### config.mk
export PLATFORM = sky130hd
export DESIGN_NAME = alu_div_unit
export DESIGN_NICKNAME = d
export VERILOG_FILES = /design/src/rtl/alu_pkg.sv /design/src/rtl/carry_lookahead_adder.sv /design/src/rtl/alu_div_unit.sv
export SDC_FILE = /design/constraint.sdc
export NUM_CORES = 1
export LEC_CHECK = 0
export ABC_AREA = 1
export CAP_MARGIN = 20
export CORE_ASPECT_RATIO = 0.5
export CORE_MARGIN = 10
export CORE_UTILIZATION = 35
export CTS_CLUSTER_SIZE = 40
export DETAILED_ROUTE_END_ITERATION = 16
export HOLD_SLACK_MARGIN = 0.03
export PLACE_DENSITY = 0.51
export SLEW_MARGIN = 10
export SYNTH_ARGS = -nofsm -noshare
export SYNTH_HDL_FRONTEND = slang
export SYNTH_SLANG_ARGS = --single-unit
### constraint.sdc
create_clock -name clk -period 12.3 [get_ports clk]
set_input_delay 1.23 -clock clk [delete_from_list [all_inputs] [get_ports clk]]
set_output_delay 1.23 -clock clk [all_outputs]
set_load 0.02 [all_outputs]
### src/rtl/alu_pkg.sv
// Shared definitions for the execute-stage divider: op encodings, FSM state
// encoding and small op-decode helpers.
package alu_pkg;

  localparam int W = 32;

  // RV32M divide-family operation select
  localparam logic [1:0] OP_DIV  = 2'b00;
  localparam logic [1:0] OP_DIVU = 2'b01;
  localparam logic [1:0] OP_REM  = 2'b10;
  localparam logic [1:0] OP_REMU = 2'b11;

  // Divider FSM states
  localparam logic [1:0] ST_IDLE = 2'd0;
  localparam logic [1:0] ST_CALC = 2'd1;
  localparam logic [1:0] ST_FIX  = 2'd2;
  localparam logic [1:0] ST_DONE = 2'd3;

  // DIV and REM treat their operands as two's complement
  function automatic logic is_signed_op(input logic [1:0] op);
    return !(op inside {OP_DIVU, OP_REMU});
  endfunction

  // REM and REMU return the remainder instead of the quotient
  function automatic logic is_rem_op(input logic [1:0] op);
    return op inside {OP_REM, OP_REMU};
  endfunction

endpackage

### src/rtl/carry_lookahead_adder.sv
// Generic N-bit adder with carry-in, used for the divider's trial subtraction.
module carry_lookahead_adder #(
  parameter int N = 33
) (
  input  logic [N-1:0] in_a,
  input  logic [N-1:0] in_b,
  input  logic         in_cin,
  output logic [N-1:0] sum
);

  logic [N-1:0] gen;
  logic [N-1:0] prop;
  logic [N-1:0] carry;

  // Generate/propagate terms and the carry into every bit position
  always_comb begin
    gen      = in_a & in_b;
    prop     = in_a ^ in_b;
    carry    = '0;
    carry[0] = in_cin;
    for (int i = 0; i < N - 1; i++) begin
      carry[i+1] = gen[i] | (prop[i] & carry[i]);
    end
    sum = prop ^ carry;
  end

endmodule

### src/rtl/alu_div_unit.sv
// Iterative radix-2 restoring divider for DIV/DIVU/REM/REMU. One quotient bit
// per cycle, then one cycle of sign correction, then a held result.
module alu_div_unit
  import alu_pkg::*;
#(
  parameter int W = 32
) (
  input  logic         clk,
  input  logic         rst_n,
  input  logic         in_valid,
  output logic         in_ready,
  input  logic [W-1:0] in_lhs,
  input  logic [W-1:0] in_rhs,
  input  logic [1:0]   div_op,
  input  logic         flush,
  output logic         out_valid,
  input  logic         out_ready,
  output logic [W-1:0] div_result,
  output logic         busy
);

  localparam int            CW      = $clog2(W);
  localparam logic [CW-1:0] LAST    = CW'(W - 1);
  localparam logic [CW-1:0] CNT_ONE = CW'(1);
  localparam logic [W-1:0]  ONE     = {{(W-1){1'b0}}, 1'b1};
  localparam logic [W-1:0]  MIN_NEG = {1'b1, {(W-1){1'b0}}};

  logic [1:0]    state;
  logic [CW-1:0] count;
  // The top bit of the W+1-bit partial remainder is always zero between
  // iterations (a kept trial result is below the divisor), so only W bits
  // are stored; the full W+1-bit value is {rem_r, quo_r[W-1]} at trial time.
  logic [W-1:0]  rem_r;
  logic [W-1:0]  quo_r;
  logic [W-1:0]  divisor;
  logic [1:0]    op_r;
  logic          neg_q;
  logic          neg_r;

  logic [W:0]    trial;
  logic          accept;
  logic          acc_signed;
  logic          acc_div_zero;
  logic          acc_overflow;
  logic [W-1:0]  abs_lhs;
  logic [W-1:0]  abs_rhs;
  logic [W-1:0]  fix_sel;
  logic          fix_neg;
  logic [W-1:0]  fix_val;

  assign in_ready = rst_n && (state == ST_IDLE);
  assign busy     = (state != ST_IDLE);
  assign accept   = in_valid && in_ready && !flush;

  // Trial subtract: {R, next dividend bit} - divisor as add of the inverse plus one
  carry_lookahead_adder #(.N(W + 1)) u_trial (
    .in_a   ({rem_r, quo_r[W-1]}),
    .in_b   (~{1'b0, divisor}),
    .in_cin (1'b1),
    .sum    (trial)
  );

  // Operand decode at accept: magnitudes and the two special cases
  always_comb begin
    acc_signed   = is_signed_op(div_op);
    abs_lhs      = (acc_signed && in_lhs[W-1]) ? (~in_lhs + ONE) : in_lhs;
    abs_rhs      = (acc_signed && in_rhs[W-1]) ? (~in_rhs + ONE) : in_rhs;
    acc_div_zero = (in_rhs == '0);
    acc_overflow = acc_signed && (in_lhs == MIN_NEG) && (in_rhs == '1);
  end

  // Final sign correction: pick quotient or remainder and negate it if needed
  always_comb begin
    fix_sel = is_rem_op(op_r) ? rem_r : quo_r;
    fix_neg = is_rem_op(op_r) ? neg_r : neg_q;
    fix_val = fix_neg ? (~fix_sel + ONE) : fix_sel;
  end

  // Control FSM and datapath registers; flush wins over every handshake
  always_ff @(posedge clk) begin
    if (!rst_n) begin
      state      <= ST_IDLE;
      count      <= '0;
      rem_r      <= '0;
      quo_r      <= '0;
      divisor    <= '0;
      op_r       <= OP_DIV;
      neg_q      <= 1'b0;
      neg_r      <= 1'b0;
      div_result <= '0;
      out_valid  <= 1'b0;
    end else if (flush) begin
      state     <= ST_IDLE;
      out_valid <= 1'b0;
    end else begin
      case (state)
        ST_IDLE: begin
          if (accept) begin
            op_r    <= div_op;
            neg_q   <= acc_signed && (in_lhs[W-1] ^ in_rhs[W-1]);
            neg_r   <= acc_signed && in_lhs[W-1];
            divisor <= abs_rhs;
            quo_r   <= abs_lhs;
            rem_r   <= '0;
            count   <= LAST;
            if (acc_div_zero) begin
              div_result <= is_rem_op(div_op) ? in_lhs : '1;
              out_valid  <= 1'b1;
              state      <= ST_DONE;
            end else if (acc_overflow) begin
              div_result <= is_rem_op(div_op) ? '0 : MIN_NEG;
              out_valid  <= 1'b1;
              state      <= ST_DONE;
            end else begin
              state <= ST_CALC;
            end
          end
        end
        ST_CALC: begin
          rem_r <= trial[W] ? {rem_r[W-2:0], quo_r[W-1]} : trial[W-1:0];
          quo_r <= {quo_r[W-2:0], ~trial[W]};
          if (count == '0) begin
            state <= ST_FIX;
          end else begin
            count <= count - CNT_ONE;
          end
        end
        ST_FIX: begin
          div_result <= fix_val;
          out_valid  <= 1'b1;
          state      <= ST_DONE;
        end
        ST_DONE: begin
          if (out_ready) begin
            out_valid <= 1'b0;
            state     <= ST_IDLE;
          end
        end
        default: state <= ST_IDLE;
      endcase
    end
  end

endmodule

* Word-level counts from Yosys, hierarchy flattened
Index checks and enable logic that the tools add are counted.
Word-level totals: memory bits (read-only) 0, bits in latches 0, input bits 71, output and inout port bits 35, flip-flop bits (word level) 140, RAM bits 0, memories 0
Operators by class: $add $sub $neg 4, eq/ne operators 15, div/mod/pow operators 0, magnitude comparators 0, reduce and logical (&&, ||, !) cells 27, multiplexer cells 30, bitwise logic cells 74, shift-type cells 0, multipliers 0
Operator list (number):
- 32-bit two-way mux | 12
- 32-bit one-hot mux with 2 select lines | 3
- 32-bit by 1-bit adder with 32-bit output (second input constant) | 3
- 32-bit inverter | 3
- 33-bit XOR | 2
- 32-bit equality test (second input constant) | 2
- 32-bit inverter with 33-bit output | 1
- 32-bit bitwise AND | 1
- 32-bit zero test | 1
- 1-bit OR | 32
- 1-bit bitwise AND | 31
- 2-bit equality test (second input constant) | 6
- 4-bit AND reduction | 3
- 2-bit nonzero test | 6
- 2-bit two-way mux | 5
- 5-bit two-way mux | 2
- 5-bit one-hot mux with 2 select lines | 1
- 3-bit AND reduction | 3
- 1-bit logical AND | 8
- 2-bit inequality test (second input constant) | 4
- 2-bit one-hot mux with 4 select lines | 1
- 5-bit zero test | 1
- 1-bit two-way mux | 5
- 5-bit by 1-bit subtractor with 5-bit output (second input constant) | 1
- 9 further kinds | 13

* Longest topological paths before layout
Gate-level depths: netlist of the first run.
depth in word-level cells 68, depth in mapped cells 41

* Cells and area by module
A second synthesis of the first run with hierarchy kept.
Second synthesis, totals: cell total of the unflattened synthesis 1670, area total of the unflattened synthesis 10452.5 um2
Modules (own cells, without submodules):
- alu_div_unit | area an instance 9753.1 um2, times used 1, sequential area each 2782.7 um2, cells an instance 1623
- carry_lookahead_adder | area an instance 699.4 um2, times used 1, sequential area each 0.0 um2, cells an instance 47

* Worst setup path before layout of the first run
OpenSTA, ideal clock, no wires.
kind reg-to-reg, from register quo_r[31], to register rem_r[29], data arrival time 13504 ps, cell stages (with the launch flop) 42, required time 12230 ps, setup slack -1274 ps, path through dfxtp_1 inv_1 ha_1 fa_1 fa_1 fa_1 fa_1 fa_1 fa_1 fa_1 fa_1 fa_1 fa_1 fa_1 fa_1 fa_1 fa_1 fa_1 (+6 left out) fa_1 fa_1 fa_1 fa_1 fa_1 fa_1 fa_1 fa_1 fa_1 fa_1 or2_2 nand2_2 inv_1 buf_2 buf_2 a211oi_1 o21ai_0 a21oi_1
Between the ends: cells in the longest elaborated chain, start to end 67, elaborated cells between the ends (all ways) 68
RTL lines:
- start, declared | RTL line alu_div_unit.sv:34 | logic [W-1:0] quo_r;
- start signal, assigned | RTL line alu_div_unit.sv:103 | quo_r <= abs_lhs;
- start signal, assigned | RTL line alu_div_unit.sv:121 | quo_r <= {quo_r[W-2:0], ~trial[W]};
- 32-bit bitwise AND or 33-bit XOR (tied branches) | RTL line carry_lookahead_adder.sv:17, carry_lookahead_adder.sv:18
- 1-bit OR (*) | RTL line carry_lookahead_adder.sv:22 | carry[i+1] = gen[i] | (prop[i] & carry[i]);
- 1-bit bitwise AND (*) | RTL line carry_lookahead_adder.sv:22
- 1-bit OR (*) | RTL line carry_lookahead_adder.sv:22
- 1-bit bitwise AND (*) | RTL line carry_lookahead_adder.sv:22
- 1-bit OR (*) | RTL line carry_lookahead_adder.sv:22
- 1-bit bitwise AND (*) | RTL line carry_lookahead_adder.sv:22
- 1-bit OR (*) | RTL line carry_lookahead_adder.sv:22
- (+51 left out)
- 1-bit OR | RTL line carry_lookahead_adder.sv:22
- 1-bit bitwise AND | RTL line carry_lookahead_adder.sv:22
- 1-bit OR | RTL line carry_lookahead_adder.sv:22
- 1-bit bitwise AND | RTL line carry_lookahead_adder.sv:22
- 1-bit OR | RTL line carry_lookahead_adder.sv:22
- 33-bit XOR (*) | RTL line carry_lookahead_adder.sv:24 | sum = prop ^ carry;
- 32-bit two-way mux (*) | RTL line alu_div_unit.sv:120 | rem_r <= trial[W] ? {rem_r[W-2:0], quo_r[W-1]} : trial[W-1:0];
- 32-bit one-hot mux with 2 select lines (*) | RTL line alu_div_unit.sv:96 | case (state)
- end signal, assigned | RTL line alu_div_unit.sv:120
- end, declared | RTL line alu_div_unit.sv:33 | logic [W-1:0] rem_r;
Every way passes the cells marked *; elsewhere a longest branch is shown, timed or not. A chain may end at the register's enable or synchronous reset.

* Final worst setup path of the first run
from register quo_r[31], to register rem_r[6]
Between the ends: cells in the longest elaborated chain, start to end 67, elaborated cells between the ends (all ways) 68
RTL lines (RTL line):
- 32-bit bitwise AND or 33-bit XOR (tied branches) | carry_lookahead_adder.sv:17, carry_lookahead_adder.sv:18
- 1-bit OR (*) | carry_lookahead_adder.sv:22
- 1-bit bitwise AND (*) | carry_lookahead_adder.sv:22
- 1-bit OR (*) | carry_lookahead_adder.sv:22
- 1-bit bitwise AND (*) | carry_lookahead_adder.sv:22
- 1-bit OR (*) | carry_lookahead_adder.sv:22
- 1-bit bitwise AND (*) | carry_lookahead_adder.sv:22
- 1-bit OR (*) | carry_lookahead_adder.sv:22
- (+51 left out)
- 1-bit OR | carry_lookahead_adder.sv:22
- 1-bit bitwise AND | carry_lookahead_adder.sv:22
- 1-bit OR | carry_lookahead_adder.sv:22
- 1-bit bitwise AND | carry_lookahead_adder.sv:22
- 1-bit OR | carry_lookahead_adder.sv:22
- 33-bit XOR (*) | carry_lookahead_adder.sv:24
- 32-bit two-way mux (*) | alu_div_unit.sv:120
- 32-bit one-hot mux with 2 select lines (*) | alu_div_unit.sv:96
Marked as above.

==> results.toml, run 1 <==
[floorplanning]
start_util_pct = 35.9
core_area_um2 = 29300
die_w_um = 265
io_pins = 106
die_area_um2 = 37800
die_h_um = 143
rows = 44

[layout]
stdcell_area_um2 = 12600
stdcell_count = 2150
antenna_cells = 0
drive_gt1_share_pct = 9.55
final_nets = 1860
num-fill-cells = 3123
area_growth_pct = 20.0

[routing]
drcViolationCount = 0
vias_per_cell = 5.19
wl_per_cell_um = 18.8
vias = 11166
routed_wirelength_mm = 40.3
firstDrtPassIters = 6
ant_nets = 0
drt-initial-drc-count = 1029

[logic_synthesis]
yosysSeqAreaShare_pct = 26.4
synth_largest_area_cell = "dfxtp_1"
synth-xor-area-share_pct = 2.83
ys_seq_elements = 139
yosys.area_share.adder_pct = 7.32
yosys_warnings = 0
synth_area_um2 = 10500
synth-simple-area-share_pct = 33.0
yosysUniqueCellTypes = 46
synth_top_area_share_pct = 26.4
synth_top_family_by_area = "simple AND/OR/NAND/NOR gates"
avgSynthCellArea_um2 = 6.24
syn_nets = 1801
ys_top_cells_by_area = "dfxtp_1 26%, nand2_1 15%, a21oi_1 7.7%"
synth_compound_area_share_pct = 19.4
synthMuxAreaShare_pct = 0.0951
syn_inst = 1687

[critical_path]
critPathCaptureType = "register"
slowest_delay_ns = 0.37
critPathLaunchType = "register"
worstPathMaxFanout = 21
setup.worst_path.class = "register to register"
reg2reg_from = "quo_r[31]"
cp.required_ns = 12.68
path_common_cell = "fa_2"
slowest_stage = "fa_2"
cp_num_buf_inv = 3
timing.critical_path.from = "quo_r[31]"
crit_arrival_ns = 12.77
path_delay_family = "adder cells"

[power_and_ir_drop]
power_leakage_uw = 0.00531
power_density_nw_per_um2 = 124
ir_worst_vdd_uv = 65.3

[global_routing]
grt_pass1_vias = 10233
antenna_found_initial = 1
grt_start_max_net_pins = 88
grt.total_usage_pct = 21.0
grt_overflow = 0
grt_pass1_wl_mm = 61.5

[sta]
finalWorstSetupSlack_ns = -0.0960
finalHoldViolCount = 0
fmax_mhz = 80.7
worst_pin_slew_ns = 0.967
grt_setup_unrepaired = "yes"
fin_worst_skew_ns = 0.0149
tns_ns = -1.08
setup_viol = 23
min_period_over_period_pct = 101
max-slew-margin-rel_pct = 35.4
drv_slew = 0
final.min_clock_period_ns = 12.40

[clocking]
clkSinkCount = 139
cts_buffer_depth = 2
clk_latency_ns = 0.45
clock-root-buffer = "clkbuf_16"
cts_tree = "yes"
clkSlewWorstSetupHoldPaths_ns = 0.07
cts_setup_buffers = 0
htree_num_levels = 4
numCtsBuffers = 17

[worst_hold_path]
hold_path.startpoint = "div_result[13]"
hp-class = "register to register"

[place]
placed_cell_area_um2 = 11900
hpwl_mm = 30.3
gp_congestion = 0.914
io_buffers = 105
dpl.cell_count = 2116

[outcome]
status = "finished with violations"
violations = "setup timing"

[flow_run]
drv_cap = 0
==> worst min-delay path, cell delays in order (launching register included) <==
cell and delay [ns]:
dfxtp_1 0.31, nand2_1 0.06, a21oi_1 0.05
==> cell usage after synthesis (all sizes together) <==
master / number
ha: 12
o22ai: 1
o21a: 1
nand3b: 4
clkbuf: 40
a31oi: 15
dfxtp: 139
nand3: 120
a21oi: 161
nor2: 211
or2: 4
o31ai: 2
or3: 1
o21ai: 134
nand2: 440
inv: 189
o221ai: 2
clkinv: 5
a31o: 1
a211oi: 32
o21bai: 1
xnor2: 3
xor2: 31
buf: 45
a21o: 1
nand4: 24
fa: 31
nor3: 19
mux2i: 1
o211ai: 15
nor4: 2
==> registers in the layout, indices dropped and copies added, names as in the netlist <==
name / count
state: 2
neg_q: 1
divisor: 32
neg_r: 1
rem_r: 32
out_valid: 1
op_r: 1
count: 5
div_result: 32
quo_r: 32
==> cell type report <==
| type | instances | area [um2] | share of cell area (%) |
|---|---|---|---|
| inverters | 194 | 734 | 5.81 |
| repair buffers | 125 | 1230 | 9.73 |
| multi-input cells | 1269 | 6790 | 53.7 |
| clock buffers | 19 | 453 | 3.58 |
| well taps | 391 | 489 | 3.87 |
| clock inverters | 13 | 158 | 1.25 |
| flip-flops and latches | 139 | 2790 | 22.0 |
==> power by group <==
group / internal (uW) / switching (uW) / total (uW)
Sequential: 481 / 25.4 / 506
Combinational: 188 / 323 / 512
Clock: 315 / 239 / 554
Total: 984 / 588 / 1570
==> what timing repair did <==
item / CTS / global route
endpoints found under the setup margin: 32 / 33
pin swaps: 6 / 0
cloned: 2 / 0
resized for setup: 20 / 25
hold buffers: 0 / 0
==> kinds of logic after synthesis <==
group | after synthesis
muxes | 1
adders and majority gates | 43
xor gates and xnor gates | 34
AOI/OAI and AO/OA | 366
buffers and inverters | 279
DFF | 139
and+or+nand+nor | 825
==> cells in the final DEF, fill, tap and decap left out, types with 4 or more instances in the layout <==
cell,count
a211oi_1,20
a211oi_2,12
a21oi_1,161
a31oi_1,15
buf_4,16
clkbuf_16,17
clkdlybuf4s50_1,104
clkinv_1,4
dfxtp_1,137
fa_2,31
ha_1,10
inv_1,181
inv_2,7
inv_6,4
nand2_1,428
nand2_2,11
nand3_1,116
nand3_2,4
nand3b_1,4
nand4_1,24
nor2_1,185
nor2_2,23
nor3_1,17
o211ai_1,15
o21ai_0,96
o21ai_1,26
o21ai_2,11
xor2_1,31
==> final timing paths <==
check | endpoint | slack, ns | cells past startpoint
worst max-delay path | rem_r[6] | -0.1 | 40
worst min register to register | div_result[13] | 0.46 | 2
worst min-delay path | div_result[13] | 0.46 | 2
worst max register to register | rem_r[6] | -0.1 | 40
==> through the flow <==
| step | setup slack (ns) | hold slack [ns] | utilization, % | total power (uW) |
|---|---|---|---|---|
| after floorplan | 0.0230 | 0.431 | - | 826 |
| final | -0.0960 | 0.464 | 43.1 | 1570 |
| after CTS | -0.0634 | 0.466 | 42.9 | 1560 |
| after global placement | -0.136 | 0.449 | 40.6 | 975 |
| after global routing | -0.432 | 0.483 | 43.1 | 1660 |
| after detailed placement | -0.196 | 0.456 | 40.6 | 979 |
==> per-layer routing <==
metal / global-route usage (%) / vias up / share of wire, % / wire length [um]
met4: 3.49 / 2 / 0.64 / 257
met5: 0 / - / 0.022 / 9
met2: 29.5 / 348 / 40 / 16200
met3: 4.68 / 25 / 7.0 / 2840
li1: - / 5598 / - / -
met1: 31.9 / 5193 / 52 / 21000
Note: power is estimated with default switching activity, not from simulation.
==> run 2: changes to the inputs <==
Settings changed: CTS_CLUSTER_SIZE 40 to 14, PLACE_DENSITY 0.51 to 0.49.
Clock period 12.3 ns to 12.4 ns, I/O delays scaled along.
==> run 2 against run 1 <==
The run still ends with setup timing left. Utilization up 0.80 points. Global-route usage is 0.14 points higher. Combinational power rose by 12%. Via count is 1.8% higher. Cell count increased by 0.56%. Count of clock-buffer cells in the layout is 1 lower.
==> results.toml, run 2 (synthesis results as in run 1) <==
[power_and_ir_drop]
p_sw_uw = 585
power_density_nw_per_um2 = 126
seqPwrFrac_pct = 31.1
pwr-share-clk_pct = 33.5
ir_worst_vdd_uv = 84.2
power_leakage_uw = 0.00542
p_int_uw = 1030
comb_power_share_pct = 35.4
finalPower_uw = 1620
p_sw_share_pct = 36.1

[place]
hpwl_mm = 30.4
dp_slack_ns = -0.253
io_buffers = 105
gp_congestion = 0.885

[floorplanning]
start_util_pct = 35.9
io_pins = 106
die_w_um = 265
die_h_um = 143
core_area_um2 = 29300
die_area_um2 = 37800
rows = 44

[global_routing]
grt.total_usage_pct = 21.1
grt_pass1_vias = 10593
grt_pass1_wl_mm = 62.2
grt_start_max_net_pins = 87
antenna_found_initial = 2
grt_overflow = 0

[sta]
finalWorstSetupSlack_ns = -0.245
grt_setup_unrepaired = "yes"
max-slew-margin-rel_pct = 35.8
drv_slew = 0
tns_ns = -5.87
final.min_clock_period_ns = 12.64
fin_worst_skew_ns = 0.00745
finalHoldViolCount = 0
min_period_over_period_pct = 102
setup_viol = 32
worst_pin_slew_ns = 0.962
fmax_mhz = 79.1

[layout]
drive_gt1_share_pct = 10.4
seq_area_um2 = 2790
area_growth_pct = 22.2
num-fill-cells = 3147
mostFrequentLayoutCells = "422 x nand2_1, 185 x nor2_1, 181 x inv_1"
multiInputGateArea_um2 = 6810
antenna_cells = 0
final_common_cell = "nand2_1"
final_nets = 1873

[critical_path]
path_common_cell = "fa_2"
slowest_delay_ns = 0.36
worstPathMaxFanout = 10
cp.required_ns = 12.70
crit_arrival_ns = 12.95
setup.worst_path.class = "register to register"
slowest_stage = "fa_2"
critPathLaunchType = "register"
critPathCaptureType = "register"

[routing]
drcViolationCount = 0
vias = 11365
ant_nets = 0
drt-initial-drc-count = 1192
firstDrtPassIters = 6
vias_per_cell = 5.26
routed_wirelength_mm = 40.9
wl_per_cell_um = 18.9

[clocking]
cts_tree = "yes"
clock-root-buffer = "clkbuf_16"
htree_num_levels = 4
clk_latency_ns = 0.45
clkSlewWorstSetupHoldPaths_ns = 0.06
clkSinkCount = 139
numCtsBuffers = 17
cts_buffer_depth = 2
hold_buffers = 0

[outcome]
violations = "setup timing"
status = "finished with violations"

[worst_hold_path]
hp-class = "register to register"

[flow_run]
drv_cap = 0
-- run 2: changes by cell type in the layout (fill, tap and decap cells not counted), moves of 3 or more --
cell	before	now
buf_4	16	23
nand2_1	428	422
nand2_2	11	17
a211oi_2	12	9
buf_16	1	4
-- run 2: per-layer routing --
layer / GRT usage [%] / vias to the layer above / wire length, um
met1: 32.2 / 5313 / 21000
met3: 4.37 / 29 / 3170
met4: 3.19 / 0 / 408
met5: 0 / - / 0
met2: 30.0 / 401 / 16300
li1: - / 5622 / -
-- run 2: power groups by stage --
stage	Sequential [uW]	Combinational (uW)	Clock, uW
2_1_floorplan	506	312	0
3_3_place_gp	511	457	0
3_5_place_dp	512	459	0
4_1_cts	503	525	553
5_1_grt	507	630	573
6_report	503	573	543
-- run 2: final timing paths --
kind | startpoint | end | slack (ns) | cells past startpoint
max | quo_r[31] | rem_r[15] | -0.24 | 42
min reg2reg | div_result[13] | div_result[13] | 0.46 | 2
max reg2reg | quo_r[31] | rem_r[15] | -0.24 | 42
min | div_result[13] | div_result[13] | 0.46 | 2
-- run 2: worst max-delay path: cells and delay by family, from the launching register on --
kind | cells | cell delay, ns
fa+ha+maj | 32 | 10.93
buf+inv | 4 | 0.52
simple gates | 3 | 0.46
flops | 1 | 0.33
compound gates | 3 | 0.27
-- run 2: cell type report --
class	instances	share of cell area, %
Clock buffer	18	3.41
Clock inverter	13	1.31
Inverter	194	5.70
Multi-Input combinational cell	1269	52.9
Sequential cell	139	21.6
Tap cell	391	3.80
Timing Repair Buffer	138	11.3
-- run 2: stage by stage --
step                hold slack [ns]  cells  area (um2)  utilization [%]
global route                  0.478   2162       12900             43.9
CTS                           0.466   2159       12700             43.5
global placement              0.453   2119       11900             40.6
floorplan                     0.431   1687       10600                -
finish                        0.464   2162       12900             43.9
detailed placement            0.456   2119       11900             40.6
-- run 2: repair_timing --
action | CTS | global route
endpoints found under the setup margin | 32 | 33
pin swaps | 2 | 4
gates cloned | 4 | 2
buffers inserted | 5 | 3
gates resized for setup | 25 | 36
